$ cat config.mk
export PLATFORM = sky130hd
export DESIGN_NAME = rx_line_editor
export DESIGN_NICKNAME = d
export VERILOG_FILES = /design/src/rtl/rx_line_editor.sv
export SDC_FILE = /design/constraint.sdc
export NUM_CORES = 1
export LEC_CHECK = 0
export BUFFER_PORTS_ARGS = -buffer_cell sky130_fd_sc_hd__buf_4
export CAP_MARGIN = 20
export CORE_ASPECT_RATIO = 0.8
export CORE_MARGIN = 10
export CORE_UTILIZATION = 25
export DETAILED_ROUTE_END_ITERATION = 10
export SYNTH_ARGS = -nofsm -noshare
export SYNTH_HDL_FRONTEND = slang
export SYNTH_SLANG_ARGS = --single-unit
export TNS_END_PERCENT = 100
$ cat constraint.sdc
create_clock -name i_clock -period 8.35 [get_ports i_clock]
set_input_delay 1.67 -clock i_clock [delete_from_list [all_inputs] [get_ports i_clock]]
set_output_delay 1.67 -clock i_clock [all_outputs]
set_load 0.01 [all_outputs]
$ cat src/rtl/rx_line_editor.sv
// Line capture between UART RX and command RAM: stores bytes from a programmable
// base, applies backspace/delete editing, bounds the length and NUL-terminates.
module rx_line_editor #(
   parameter int unsigned ADDR_WIDTH = 8,
   parameter int unsigned MAX_LEN    = 64,
   parameter logic [7:0]  TERM_CHAR  = 8'h0D,
   parameter logic [7:0]  BS_CHAR    = 8'h08,
   parameter logic [7:0]  DEL_CHAR   = 8'h7F,
   parameter bit          IGNORE_LF  = 1'b1,
   localparam int unsigned LEN_W     = $clog2(MAX_LEN + 1)
) (
   input  logic                  i_clock,
   input  logic                  i_reset,
   input  logic                  i_start,
   input  logic [ADDR_WIDTH-1:0] i_start_addr,
   input  logic [7:0]            i_rx_data,
   input  logic                  i_rx_done,
   output logic [ADDR_WIDTH-1:0] o_addr,
   output logic [7:0]            o_data,
   output logic                  o_write,
   output logic                  o_rx_line_done,
   output logic [LEN_W-1:0]      o_line_len,
   output logic                  o_overflow,
   output logic                  o_busy
);

   typedef enum logic [1:0] {
      S_IDLE,
      S_WAIT,
      S_DONE
   } state_t;

   localparam logic [LEN_W-1:0] MAX_CNT = LEN_W'(MAX_LEN);

   state_t                  r_state;
   logic                    r_rx_done_q;
   logic [ADDR_WIDTH-1:0]   r_base;
   logic [LEN_W-1:0]        r_count;
   logic [ADDR_WIDTH-1:0]   r_addr;
   logic [7:0]              r_data;
   logic                    r_write;
   logic                    r_line_done;
   logic [LEN_W-1:0]        r_line_len;
   logic                    r_overflow;

   state_t                  w_state_nxt;
   logic [ADDR_WIDTH-1:0]   w_base_nxt;
   logic [LEN_W-1:0]        w_count_nxt;
   logic [ADDR_WIDTH-1:0]   w_addr_nxt;
   logic [7:0]              w_data_nxt;
   logic                    w_write_nxt;
   logic                    w_line_done_nxt;
   logic [LEN_W-1:0]        w_line_len_nxt;
   logic                    w_overflow_nxt;

   logic                    w_byte_evt;
   logic [ADDR_WIDTH-1:0]   w_wr_addr;
   logic                    w_is_erase;
   logic                    w_is_lf_drop;

   assign w_byte_evt   = i_rx_done & ~r_rx_done_q;
   // Truncation to ADDR_WIDTH gives the wrap past the top of RAM.
   assign w_wr_addr    = r_base + ADDR_WIDTH'(r_count);
   assign w_is_erase   = (i_rx_data == BS_CHAR) || (i_rx_data == DEL_CHAR);
   assign w_is_lf_drop = IGNORE_LF && (i_rx_data == 8'h0A);

   always_ff @(posedge i_clock) begin
      if (i_reset) begin
         r_state     <= S_IDLE;
         r_rx_done_q <= 1'b1;
         r_base      <= '0;
         r_count     <= '0;
         r_addr      <= '0;
         r_data      <= '0;
         r_write     <= 1'b0;
         r_line_done <= 1'b0;
         r_line_len  <= '0;
         r_overflow  <= 1'b0;
      end else begin
         r_state     <= w_state_nxt;
         r_rx_done_q <= i_rx_done;
         r_base      <= w_base_nxt;
         r_count     <= w_count_nxt;
         r_addr      <= w_addr_nxt;
         r_data      <= w_data_nxt;
         r_write     <= w_write_nxt;
         r_line_done <= w_line_done_nxt;
         r_line_len  <= w_line_len_nxt;
         r_overflow  <= w_overflow_nxt;
      end
   end

   always_comb begin
      w_state_nxt     = r_state;
      w_base_nxt      = r_base;
      w_count_nxt     = r_count;
      w_addr_nxt      = r_addr;
      w_data_nxt      = r_data;
      w_write_nxt     = 1'b0;
      w_line_done_nxt = r_line_done;
      w_line_len_nxt  = r_line_len;
      w_overflow_nxt  = r_overflow;

      // start wins over a simultaneous byte, which is discarded.
      if (i_start) begin
         w_base_nxt      = i_start_addr;
         w_count_nxt     = '0;
         w_overflow_nxt  = 1'b0;
         w_line_done_nxt = 1'b0;
         w_state_nxt     = S_WAIT;
      end else if (r_state == S_WAIT && w_byte_evt) begin
         if (i_rx_data == TERM_CHAR) begin
            w_write_nxt     = 1'b1;
            w_addr_nxt      = w_wr_addr;
            w_data_nxt      = 8'h00;
            w_line_len_nxt  = r_count;
            w_line_done_nxt = 1'b1;
            w_state_nxt     = S_DONE;
         end else if (w_is_erase) begin
            if (r_count != '0) begin
               w_count_nxt = r_count - 1'b1;
            end
         end else if (w_is_lf_drop) begin
            w_count_nxt = r_count;
         end else if (r_count < MAX_CNT) begin
            w_write_nxt = 1'b1;
            w_addr_nxt  = w_wr_addr;
            w_data_nxt  = i_rx_data;
            w_count_nxt = r_count + 1'b1;
         end else begin
            w_overflow_nxt = 1'b1;
         end
      end
   end

   assign o_addr         = r_addr;
   assign o_data         = r_data;
   assign o_write        = r_write;
   assign o_rx_line_done = r_line_done;
   assign o_line_len     = r_line_len;
   assign o_overflow     = r_overflow;
   assign o_busy         = (r_state == S_WAIT);

endmodule

==> results of run 1 <==
[power groups by stage]
stage | Sequential, µW | Combinational (µW) | Clock [µW]
6_report | 211 | 32.7 | 189
5_1_grt | 212 | 36.5 | 203
4_1_cts | 211 | 33.1 | 194
3_5_place_dp | 216 | 33.0 | 0
3_3_place_gp | 216 | 32.4 | 0
2_1_floorplan | 215 | 19.5 | 0
[cell usage in the layout, fill, tap and decap left out, drive strengths merged, types with 2 or more instances in the layout]
master,instances
clkbuf,5
inv,6
clkinv,3
o21ai,11
or3,3
nand2,9
nor3,7
mux2i,24
buf,46
dfxtp,43
nor2,35
o41ai,2
fa,2
a211oi,5
nor2b,3
xor2,3
or2,2
nand3,5
a21o,5
a21oi,19
ha,13
xnor2,6
o211ai,3
nor4,2
[stage by stage]
stage | power (µW) | instance area, µm² | setup WS, ns
2_1_floorplan | 235 | 2260 | 4.54
3_3_place_gp | 248 | 2660 | 4.33
3_5_place_dp | 249 | 2660 | 4.28
4_1_cts | 439 | 2800 | 4.58
5_1_grt | 451 | 2800 | 4.37
6_report | 433 | 2800 | 4.56
[logic make-up (layout without fill, tap and decap cells)]
group	Yosys count	in the layout
compound gates	54	54
simple gates	74	74
buf+inv	16	60
flops	43	43
mux	25	25
xor+xnor	9	9
fa+ha+maj	15	15
[tightest hold or removal path, delay by kind of cell (launching register included)]
kind / cells / cell delay, ns
compound gates: 1 / 0.05
flops: 1 / 0.31
simple gates: 1 / 0.06
[path summary, 6_finish.rpt]
path	start	endpoint	slack, ns
max	i_rx_data[4]	r_count[0]$_SDFFE_PP0P_	4.56
min	o_addr[6]$_SDFFE_PP0P_	o_addr[6]$_SDFFE_PP0P_	0.46
max reg2reg	r_count[0]$_SDFFE_PP0P_	o_addr[6]$_SDFFE_PP0P_	5.93
min reg2reg	o_addr[6]$_SDFFE_PP0P_	o_addr[6]$_SDFFE_PP0P_	0.46
[per-layer routing]
layer | part of all wire, % | track usage (%) | vias to the layer above
met4 | 0.73 | 2.68 | 0
met5 | 0 | 0 | -
met1 | 47 | 11.0 | 863
li1 | - | - | 941
met3 | 5.9 | 2.98 | 5
met2 | 46 | 13.5 | 40
[sequential cells by signal, summed over array words and instances, names as in the netlist]
signal          cells
o_line_len          7
r_count             7
o_data              8
o_overflow          1
r_rx_done_q         1
o_addr              8
r_base              8
o_rx_line_done      1
r_state             1
o_write             1
[final cells by class]
cell class	count	area, µm²	area share, %
well taps	112	140	5.00
inverters	6	22.5	0.803
repair buffers	46	345	12.3
multi-input cells	177	1290	46.2
flip-flops and latches	43	861	30.7
clock buffers	5	125	4.46
clock inverters	3	15.0	0.535
==> metrics.csv, run 1 <==
metric,value,unit
status,"finished, final reports clean",
period_share,45.4,%
rsz0062_at_grt,no,
wirelength,5740,µm
ys_seq_elements,43,
grt.overflow.total,0,
synth_xor_area_share,3.49,%
synth_top_family_by_area,simple AND/OR/NAND/NOR gates,
drv_slew,0,
hold_path_class,reg2reg,
synth_mux_area_share,11.1,%
clock_power_share,43.7,%
fp.dieW,126,µm
crit_type,in2reg,
fmax,264,MHz
syn_inst,236,
cts_tree,done,
antennaDiodeCount,0,
drive_gt1_share,25.4,%
grt_pass1_vias,1846,
critPathSlowestCell,or4_4,
clockRootBuffer,clkbuf_16,
r2r_cells,8,
p_comb_share,7.5,%
cpPeakStageDelay,0.58,ns
ant_nets,0,
synthTopCellsByArea,"dfxtp_1 38%, mux2i_1 11%, ha_1 7.2%",
powerDensity,154,nW/µm²
grt_max_degree,37,
p_int,334,µW
antenna_found_initial,0,
nNetsFinal,314,
rows,30,
leakage,0.00114,µW
clkTransAtPathRegs,0.06,ns
setup-tns-final,0,ns
drv_cap,0,
synth_flop_cell,dfxtp_1,
synth_top_cells_by_count,"43 x dfxtp_1, 33 x nor2_1, 24 x mux2i_1",
ctsHoldBuffers,0,
timing_hold_violations_final,0,
dp_hpwl,4380,µm
worst_pin_slew,0.868,ns
grt_pass1_wl,9530,µm
final_core_util,32.5,%
cts_setup_buffers,0,
cts_buffers,5,
wl_per_cell,14.7,µm
num_vias,1849,
dp_cells,384,
htreeDepth,2,
fin_skew,0.00552,ns
peakVddDrop,66.9,µV
core,8630,µm²
hold_slack,0.459,ns
min_path_cells,2,
clock_path_buffers,2,
syn_avg_cell_area,9.56,µm²
yosysMostFrequentCell,dfxtp_1,
yosys_warnings,0,
pwr-share-seq,48.8,%
die_area,13200,µm²
first_pass_iters,4,
yosysSeqAreaShare,38.2,%
chipHeight,105,µm
synth_edf_count,0,
synth-compound-area-share,16.5,%
drc_errors,0,
finalSetupViolations,0,
clk-insertion-delay-late,0.28,ns
async_flop_share,0,%
synth_nets,271,
power_switching,99.6,µW
syn_to_final_growth,24.3,%
worstSetupStartpointType,input port,
crit_arrival,4.00,ns
path_depth,8,
fin_cells,392,
swShare,23.0,%
viasPerCell,4.72,
cp_common_cell,or3_1,
io_buffers,46,
synth_top_area_cell,dfxtp_1,
synthSimpleGateAreaFrac,17.3,%
syn_area,2260,µm²
first_iter_violations,81,
end_kind,flop,
clock_sinks,43,
worst-path-max-fanout,9,
ctsResizeCount,0,
yosys.area_share.adder,8.99,%
synth_cell_type_count,50,
grt.total_usage,8.68,%
synth_top_area_share,38.2,%
slew_headroom,41.7,%
required,8.57,ns
critPathTopFamily,simple AND/OR/NAND/NOR gates,
gp_congestion,0.832,
cp_cell_sequence,"buf_4, or4_4, o22ai_2, inv_1, ha_1, or3_1, or3_1, a21oi_1",
start_util,26.1,%
nFillCells,929,
finalWorstPathRequiredPeriod,3.79,ns
critPathBufInv,2,
io_pins,47,
(Power assumes the default switching activity.)
==> run 2, diff against run 1 <==
--- a/config.mk
+++ b/config.mk
@@ -5,6 +5,7 @@
 export SDC_FILE = /design/constraint.sdc
 export NUM_CORES = 1
 export LEC_CHECK = 0
+export ABC_AREA = 1
 export BUFFER_PORTS_ARGS = -buffer_cell sky130_fd_sc_hd__buf_4
 export CAP_MARGIN = 20
 export CORE_ASPECT_RATIO = 0.8
==> constraint.sdc (replaced) <==
create_clock -name i_clock -period 3.4 [get_ports i_clock]
set_input_delay 0.68 -clock i_clock [delete_from_list [all_inputs] [get_ports i_clock]]
set_output_delay 0.68 -clock i_clock [all_outputs]
set_load 0.01 [all_outputs]
==> run 2 against run 1 <==
Effect of this change:
- clock power grew to 2.9 times the previous value
- worst hold slack gained 0.0084 ns
- clock skew grew 0.00074 ns
- setup slack lost 3.3 ns
- largest cell class unchanged
- largest power group is now clock
==> metrics.csv, run 2 <==
metric,value,unit,change
syn_area,2500,µm²,was 2260 µm²
cts_setup_buffers,0,,unchanged
cts_buffers,5,,unchanged
grt.total_usage,9.20,%,was 8.68%
drive_gt1_share,22.2,%,was 25.4%
core,9730,µm²,was 8630 µm²
io_pins,47,,unchanged
start_util,25.7,%,was 26.1%
finalSetupViolations,0,,unchanged
slew_headroom,65.7,%,was 41.7%
num_vias,2338,,was 1849
drv_cap,0,,unchanged
dp_hpwl,5220,µm,was 4380 µm
antennaDiodeCount,0,,unchanged
synthTopCellsByArea,"dfxtp_1 34%, nand2_1 12%, nor2_1 10%",,"was dfxtp_1 38%, mux2i_1 11%, ha_1 7.2%"
antenna_found_initial,0,,unchanged
io_buffers,46,,unchanged
syn_avg_cell_area,7.02,µm²,was 9.56 µm²
p_total,1190,µW,was 433 µW
worstSetupStartpointType,input port,,unchanged
setup-tns-final,0,ns,unchanged
peakVddDrop,150,µV,was 66.9 µV
detailed_place.area,2980,µm²,was 2660 µm²
rows,32,,was 30
clkTransAtPathRegs,0.06,ns,about the same
rsz0062_at_grt,no,,unchanged
clockRootBuffer,clkbuf_16,,unchanged
chipHeight,110,µm,was 105 µm
end_kind,flop,,unchanged
syn_to_final_growth,25.7,%,was 24.3%
finalWorstPathRequiredPeriod,2.11,ns,
crit_type,in2reg,,unchanged
worst-path-max-fanout,7,,was 9
first_iter_violations,101,,was 81
yosysSeqAreaShare,34.4,%,was 38.2%
timing_hold_violations_final,0,,unchanged
synth_top_cells_by_count,"78 x nand2_1, 69 x nor2_1, 43 x dfxtp_1",,"was 43 x dfxtp_1, 33 x nor2_1, 24 x mux2i_1"
die_area,14400,µm²,was 13200 µm²
final_cell_mix,"78 x nand2_1, 69 x nor2_1, 47 x buf_4",,"was 46 x buf_4, 43 x dfxtp_1, 33 x nor2_1"
fin_area,3150,µm²,was 2800 µm²
hold_path_class,reg2reg,,unchanged
clock_sinks,43,,unchanged
synth_edf_count,0,,unchanged
synth_nets,392,,was 271
ys_seq_elements,43,,unchanged
wl_per_cell,12.2,µm,was 14.7 µm
fin_skew,0.00625,ns,was 0.00552 ns
yosysMostFrequentCell,nand2_1,,was dfxtp_1
period_share,62.0,%,
status,"finished, final reports clean",,unchanged
cp_cell_sequence,"buf_4, nor2_2, nand2_4, inv_2, nand2_1, nand2_2, ha_1, a21oi_1, or2_2, nand3_1, nand2_1, nand2_1, nor2_1, nor2_1",,"was buf_4, or4_4, o22ai_2, inv_1, ha_1, or3_1, or3_1, a21oi_1"
synth_top_area_cell,dfxtp_1,,unchanged
ant_nets,0,,unchanged
gp_congestion,0.808,,was 0.832
grt_pass1_wl,11000,µm,was 9530 µm
critPathSlowestCell,ha_1,,was or4_4
async_flop_share,0,%,unchanged
ctsHoldBuffers,0,,unchanged
layout.cells.most_common,nand2_1,,was buf_4
nFillCells,1072,,was 929
required,3.59,ns,was 8.57 ns
drv_slew,0,,unchanged
clk-insertion-delay-late,0.29,ns,was 0.28 ns
drc_errors,0,,unchanged
cpPeakStageDelay,0.31,ns,was 0.58 ns
powerDensity,377,nW/µm²,was 154 nW/µm²
grt_pass1_vias,2231,,was 1846
hold_slack,0.468,ns,was 0.459 ns
htreeDepth,2,,unchanged
worst_pin_slew,0.512,ns,was 0.868 ns
grt_max_degree,36,,was 37
viasPerCell,4.32,,was 4.72
crit_arrival,2.30,ns,was 4.00 ns
critPathTopFamily,simple AND/OR/NAND/NOR gates,,unchanged
syn_inst,357,,was 236
wirelength,6600,µm,was 5740 µm
ctsResizeCount,0,,unchanged
synth_cell_type_count,33,,was 50
synth_top_area_share,34.4,%,was 38.2%
cp_common_cell,nand2_1,,was or3_1
synth_flop_cell,dfxtp_1,,unchanged
fmax,474,MHz,
yosys_warnings,0,,unchanged
clock_path_buffers,2,,unchanged
fp.dieW,132,µm,was 126 µm
leakage,0.00159,µW,was 0.00114 µW
critPathBufInv,2,,unchanged
cts_tree,done,,unchanged
grt.overflow.total,0,,unchanged
fin_cells,541,,was 392
dp_cells,533,,was 384
first_pass_iters,4,,unchanged
nNetsFinal,439,,was 314
-- run 2: cell count changes after synthesis, sizes merged, moves of 5 or more --
cell | before | now
nand3 | 5 | 23
nand3b | 1 | 6
nor2 | 35 | 83
mux2i | 24 | 0
nand2 | 9 | 86
inv | 6 | 38
o21ai | 11 | 17
nand4 | 1 | 7
-- run 2: worst paths after layout --
check | start | depth (start not counted) | slack [ns] | to
max | i_rx_data[4] | 14 | 1.29 | r_count[6]$_SDFFE_PP0P_
min | o_data[2]$_SDFFE_PP0P_ | 2 | 0.47 | o_data[2]$_SDFFE_PP0P_
min reg2reg | o_data[2]$_SDFFE_PP0P_ | 2 | 0.47 | o_data[2]$_SDFFE_PP0P_
max reg2reg | r_count[0]$_SDFFE_PP0P_ | 11 | 1.56 | o_addr[6]$_SDFFE_PP0P_
-- run 2: worst min-delay path: stages, from the launching register on --
cell and delay, ns:
dfxtp_1 0.31, nand3_1 0.07, nand2_1 0.04
-- run 2: power by group --
part | internal [µW] | leakage [µW] | total [µW] | switching [µW]
registers | 516 | 0.000349 | 524 | 8.32
clock network | 346 | 0.0000838 | 549 | 202
logic | 47.6 | 0.00115 | 113 | 65.8
total | 910 | 0.00159 | 1190 | 276
-- run 2: through the flow --
stage / utilization, % / setup slack, ns
after floorplan: - / 1.31
after global placement: 30.6 / 1.04
after global routing: 32.4 / 1.11
after CTS: 32.4 / 1.30
after detailed placement: 30.6 / 1.00
final: 32.4 / 1.29
-- run 2: cell type report --
class | instances | area (µm²) | area share (%)
clock buffer | 5 | 125 | 3.97
clock inverter | 3 | 43.8 | 1.39
inverter | 39 | 150 | 4.77
multi-input combinational | 268 | 1450 | 45.9
sequential | 43 | 861 | 27.3
tap | 136 | 170 | 5.41
timing repair buffer | 47 | 353 | 11.2
-- run 2: kinds of logic (layout without fill, tap and decap cells) --
family,Yosys count,after routing,share of synthesized area (%)
AO/OA/AOI/OAI,37,37,7.69
XOR/XNOR,6,6,2.10
AND/OR/NAND/NOR,210,210,39.8
adder cells (fa/ha/maj),15,15,8.09
buffers and inverters,46,94,7.94
flip-flops,43,43,34.4
-- run 2: metal layers --
| layer | global-route usage, % | vias to the layer above | wire length, µm |
|---|---|---|---|
| li1 | - | 1232 | - |
| met1 | 11.4 | 1070 | 3240 |
| met2 | 15.4 | 30 | 3070 |
| met3 | 2.51 | 6 | 232 |
| met4 | 2.85 | 0 | 54 |
| met5 | 0 | - | 0 |
==> run 3, diff against run 2 <==
--- a/config.mk
+++ b/config.mk
@@ -5,7 +5,7 @@
 export SDC_FILE = /design/constraint.sdc
 export NUM_CORES = 1
 export LEC_CHECK = 0
-export ABC_AREA = 1
+export ABC_AREA = 0
 export BUFFER_PORTS_ARGS = -buffer_cell sky130_fd_sc_hd__buf_4
 export CAP_MARGIN = 20
 export CORE_ASPECT_RATIO = 0.8
==> constraint.sdc (replaced) <==
create_clock -name i_clock -period 1.7 [get_ports i_clock]
set_input_delay 0.34 -clock i_clock [delete_from_list [all_inputs] [get_ports i_clock]]
set_output_delay 0.34 -clock i_clock [all_outputs]
set_load 0.01 [all_outputs]
==> run 3 against run 2 <==
Effect of this change:
- the flow now finishes with violations (setup timing)
- final cell count fell by 16%
- via count down 8.8%
- critical path depth down 4
- design area rose by 14%
- sequential power increased by 98%
- combinational power is 99% higher
- flip-flop and latch count stayed put
- non-clock buffer count is 57 higher
- clock skew up 0.0053 ns
- global-route usage is 1.2 points higher
- clock-buffer cell count increased by 2
- largest power group is now registers
==> metrics.csv, run 3 (synthesis gave the netlist of run 1 again) <==
metric,value,unit,change
cts_buffers,5,,unchanged
fp.dieW,126,µm,was 132 µm
final_cell_mix,"81 x buf_4, 41 x dfxtp_1, 31 x nor2_1",,"was 78 x nand2_1, 69 x nor2_1, 47 x buf_4"
hold_path_class,in2reg,,was reg2reg
slew_headroom,69.8,%,was 65.7%
end_kind,flop,,unchanged
leakage,0.00151,µW,was 0.00159 µW
grt.overflow.total,0,,unchanged
r2r_cells,7,,was 11
num_vias,2132,,was 2338
cp_cell_sequence,"buf_6, or4_4, o22ai_4, buf_12, buf_6, inv_4, ha_4, or3_4, or3_1, a21oi_1",,"was buf_4, nor2_2, nand2_4, inv_2, nand2_1, nand2_2, ha_1, a21oi_1, or2_2, nand3_1, nand2_1, nand2_1, nor2_1, nor2_1"
rr_startpoint,r_count[0]$_SDFFE_PP0P_,,unchanged
drv_slew,0,,unchanged
first_pass_iters,4,,unchanged
htreeDepth,2,,unchanged
viasPerCell,4.72,,was 4.32
rows,30,,was 32
die_area,13200,µm²,was 14400 µm²
p_int,1730,µW,was 910 µW
antennaDiodeCount,0,,unchanged
min_path_cells,2,,unchanged
clkTransAtPathRegs,0.06,ns,about the same
power_switching,518,µW,was 276 µW
io_pins,47,,unchanged
clockRootBuffer,clkbuf_16,,unchanged
nNetsFinal,374,,was 439
fin_skew,0.0115,ns,was 0.00625 ns
worstSetupStartpointType,input port,,unchanged
rsz0062_at_grt,yes,,was no
required,1.91,ns,was 3.59 ns
timing.final.ws_setup,-0.532,ns,was 1.29 ns
wl_per_cell,15.7,µm,was 12.2 µm
swShare,23.1,%,was 23.3%
clock_sinks,43,,unchanged
timing_hold_violations_final,0,,unchanged
whs_endpoint,r_rx_done_q$_SDFF_PP1_,,was o_data[2]$_SDFFE_PP0P_
cts_tree,done,,unchanged
violations,setup timing,,
hold_start,i_rx_done,,was o_data[2]$_SDFFE_PP0P_
crit_type,in2reg,,unchanged
cpPeakStageDelay,0.55,ns,was 0.31 ns
worst_pin_slew,0.450,ns,was 0.512 ns
grt_pass1_wl,11500,µm,was 11000 µm
multi_input_area,1530,µm²,was 1450 µm²
grt_max_degree,36,,unchanged
chipHeight,105,µm,was 110 µm
clock_path_buffers,2,,unchanged
regToRegSetupSlack,-0.17,ns,was 1.56 ns
antenna_found_initial,0,,unchanged
peakVddDrop,353,µV,was 150 µV
cp_common_cell,buf_6,,was nand2_1
drive_gt1_share,48.5,%,was 22.2%
wirelength,7090,µm,was 6600 µm
period_share,131,%,
nFillCells,857,,was 1072
critPathSlowestCell,or4_4,,was ha_1
finalWorstPathRequiredPeriod,2.23,ns,
hold_slack,0.261,ns,was 0.468 ns
io_buffers,46,,unchanged
worst-path-max-fanout,5,,was 7
powerDensity,625,nW/µm²,was 377 nW/µm²
ant_nets,0,,unchanged
syn_to_final_growth,59.5,%,was 25.7%
seq_area,866,µm²,was 861 µm²
finalSetupViolations,33,,was 0
grt.total_usage,10.4,%,was 9.20%
crit_arrival,2.44,ns,was 2.30 ns
status,"finished, violations left",,"was finished, final reports clean"
timing.rr.end,r_count[6]$_SDFFE_PP0P_,,was o_addr[6]$_SDFFE_PP0P_
p_comb_share,10.0,%,was 9.6%
pwr-share-seq,46.2,%,was 44.2%
drc_errors,0,,unchanged
start_util,26.1,%,was 25.7%
grt_pass1_vias,2187,,was 2231
dp_slack,-0.797,ns,was 1.00 ns
core,8630,µm²,was 9730 µm²
drv_cap,0,,unchanged
clock_power_share,43.8,%,was 46.2%
clk-insertion-delay-late,0.29,ns,about the same
first_iter_violations,103,,was 101
dp_hpwl,4900,µm,was 5220 µm
gp_congestion,0.908,,was 0.808
final_core_util,41.7,%,was 32.4%
fmax,448,MHz,
layout.cells.most_common,buf_4,,was nand2_1
[run 3: power by group through the flow]
stage / Sequential [µW] / Combinational (µW) / Clock (µW)
after detailed placement: 1060 / 197 / 0
after CTS: 1040 / 212 / 1010
after floorplan: 1060 / 99.6 / 0
after global routing: 1040 / 245 / 1060
final: 1040 / 225 / 986
after global placement: 1060 / 193 / 0
[run 3: repair_timing]
| action | in CTS | in global routing |
|---|---|---|
| setup buffers | 10 | 4 |
| pin swaps | 12 | 23 |
| cloned | 3 | 0 |
| resized for setup | 39 | 34 |
| setup endpoints to repair | 31 | 33 |
| hold buffers | 0 | 0 |
[run 3: area by class of cell]
cell class              instances  share of cell area (%)
flip-flops and latches         43                    24.1
repair buffers                104                    24.5
clock buffers                   7                    3.96
inverters                       6                   0.695
multi-input cells             179                    42.6
clock inverters                 1                   0.243
well taps                     112                    3.89
[run 3: metrics by stage]
stage	cells	cell area [µm²]	setup TNS [ns]	total power [µW]
6_report	452	3600	-9.72	2250
5_1_grt	452	3600	-11.61	2340
4_1_cts	449	3450	-8.07	2260
3_5_place_dp	428	3030	-15.39	1260
3_3_place_gp	428	3030	-14.67	1250
2_1_floorplan	236	2300	-6.99	1160
[run 3: worst max path at each step]
stage	startpoint	endpoint	slack (ns)
2_1_floorplan	i_rx_data[1]	r_count[6]$_SDFFE_PP0P_	-0.62
3_3_place_gp	i_rx_data[2]	r_count[6]$_SDFFE_PP0P_	-0.77
3_5_place_dp	i_rx_data[2]	r_count[0]$_SDFFE_PP0P_	-0.80
4_1_cts	i_rx_data[1]	r_count[0]$_SDFFE_PP0P_	-0.49
5_1_grt	i_rx_data[1]	r_count[6]$_SDFFE_PP0P_	-0.59
6_report	i_rx_data[1]	r_count[0]$_SDFFE_PP0P_	-0.53
[run 3: per-layer routing]
metal,vias up,share of wire [%],global-route usage (%),wire length [µm]
li1,1062,-,-,-
met1,1012,49,13.8,3440
met2,56,45,15.9,3180
met3,2,6.3,3.38,446
met4,0,0.27,1.95,19
met5,-,0,0,0
[run 3: worst max-delay path: cells and delay by family]
family | cells | cell delay, ns
AND/OR/NAND/NOR | 3 | 1.24
AO/OA/AOI/OAI | 2 | 0.33
buffers and inverters | 4 | 0.36
adder cells (fa/ha/maj) | 1 | 0.16
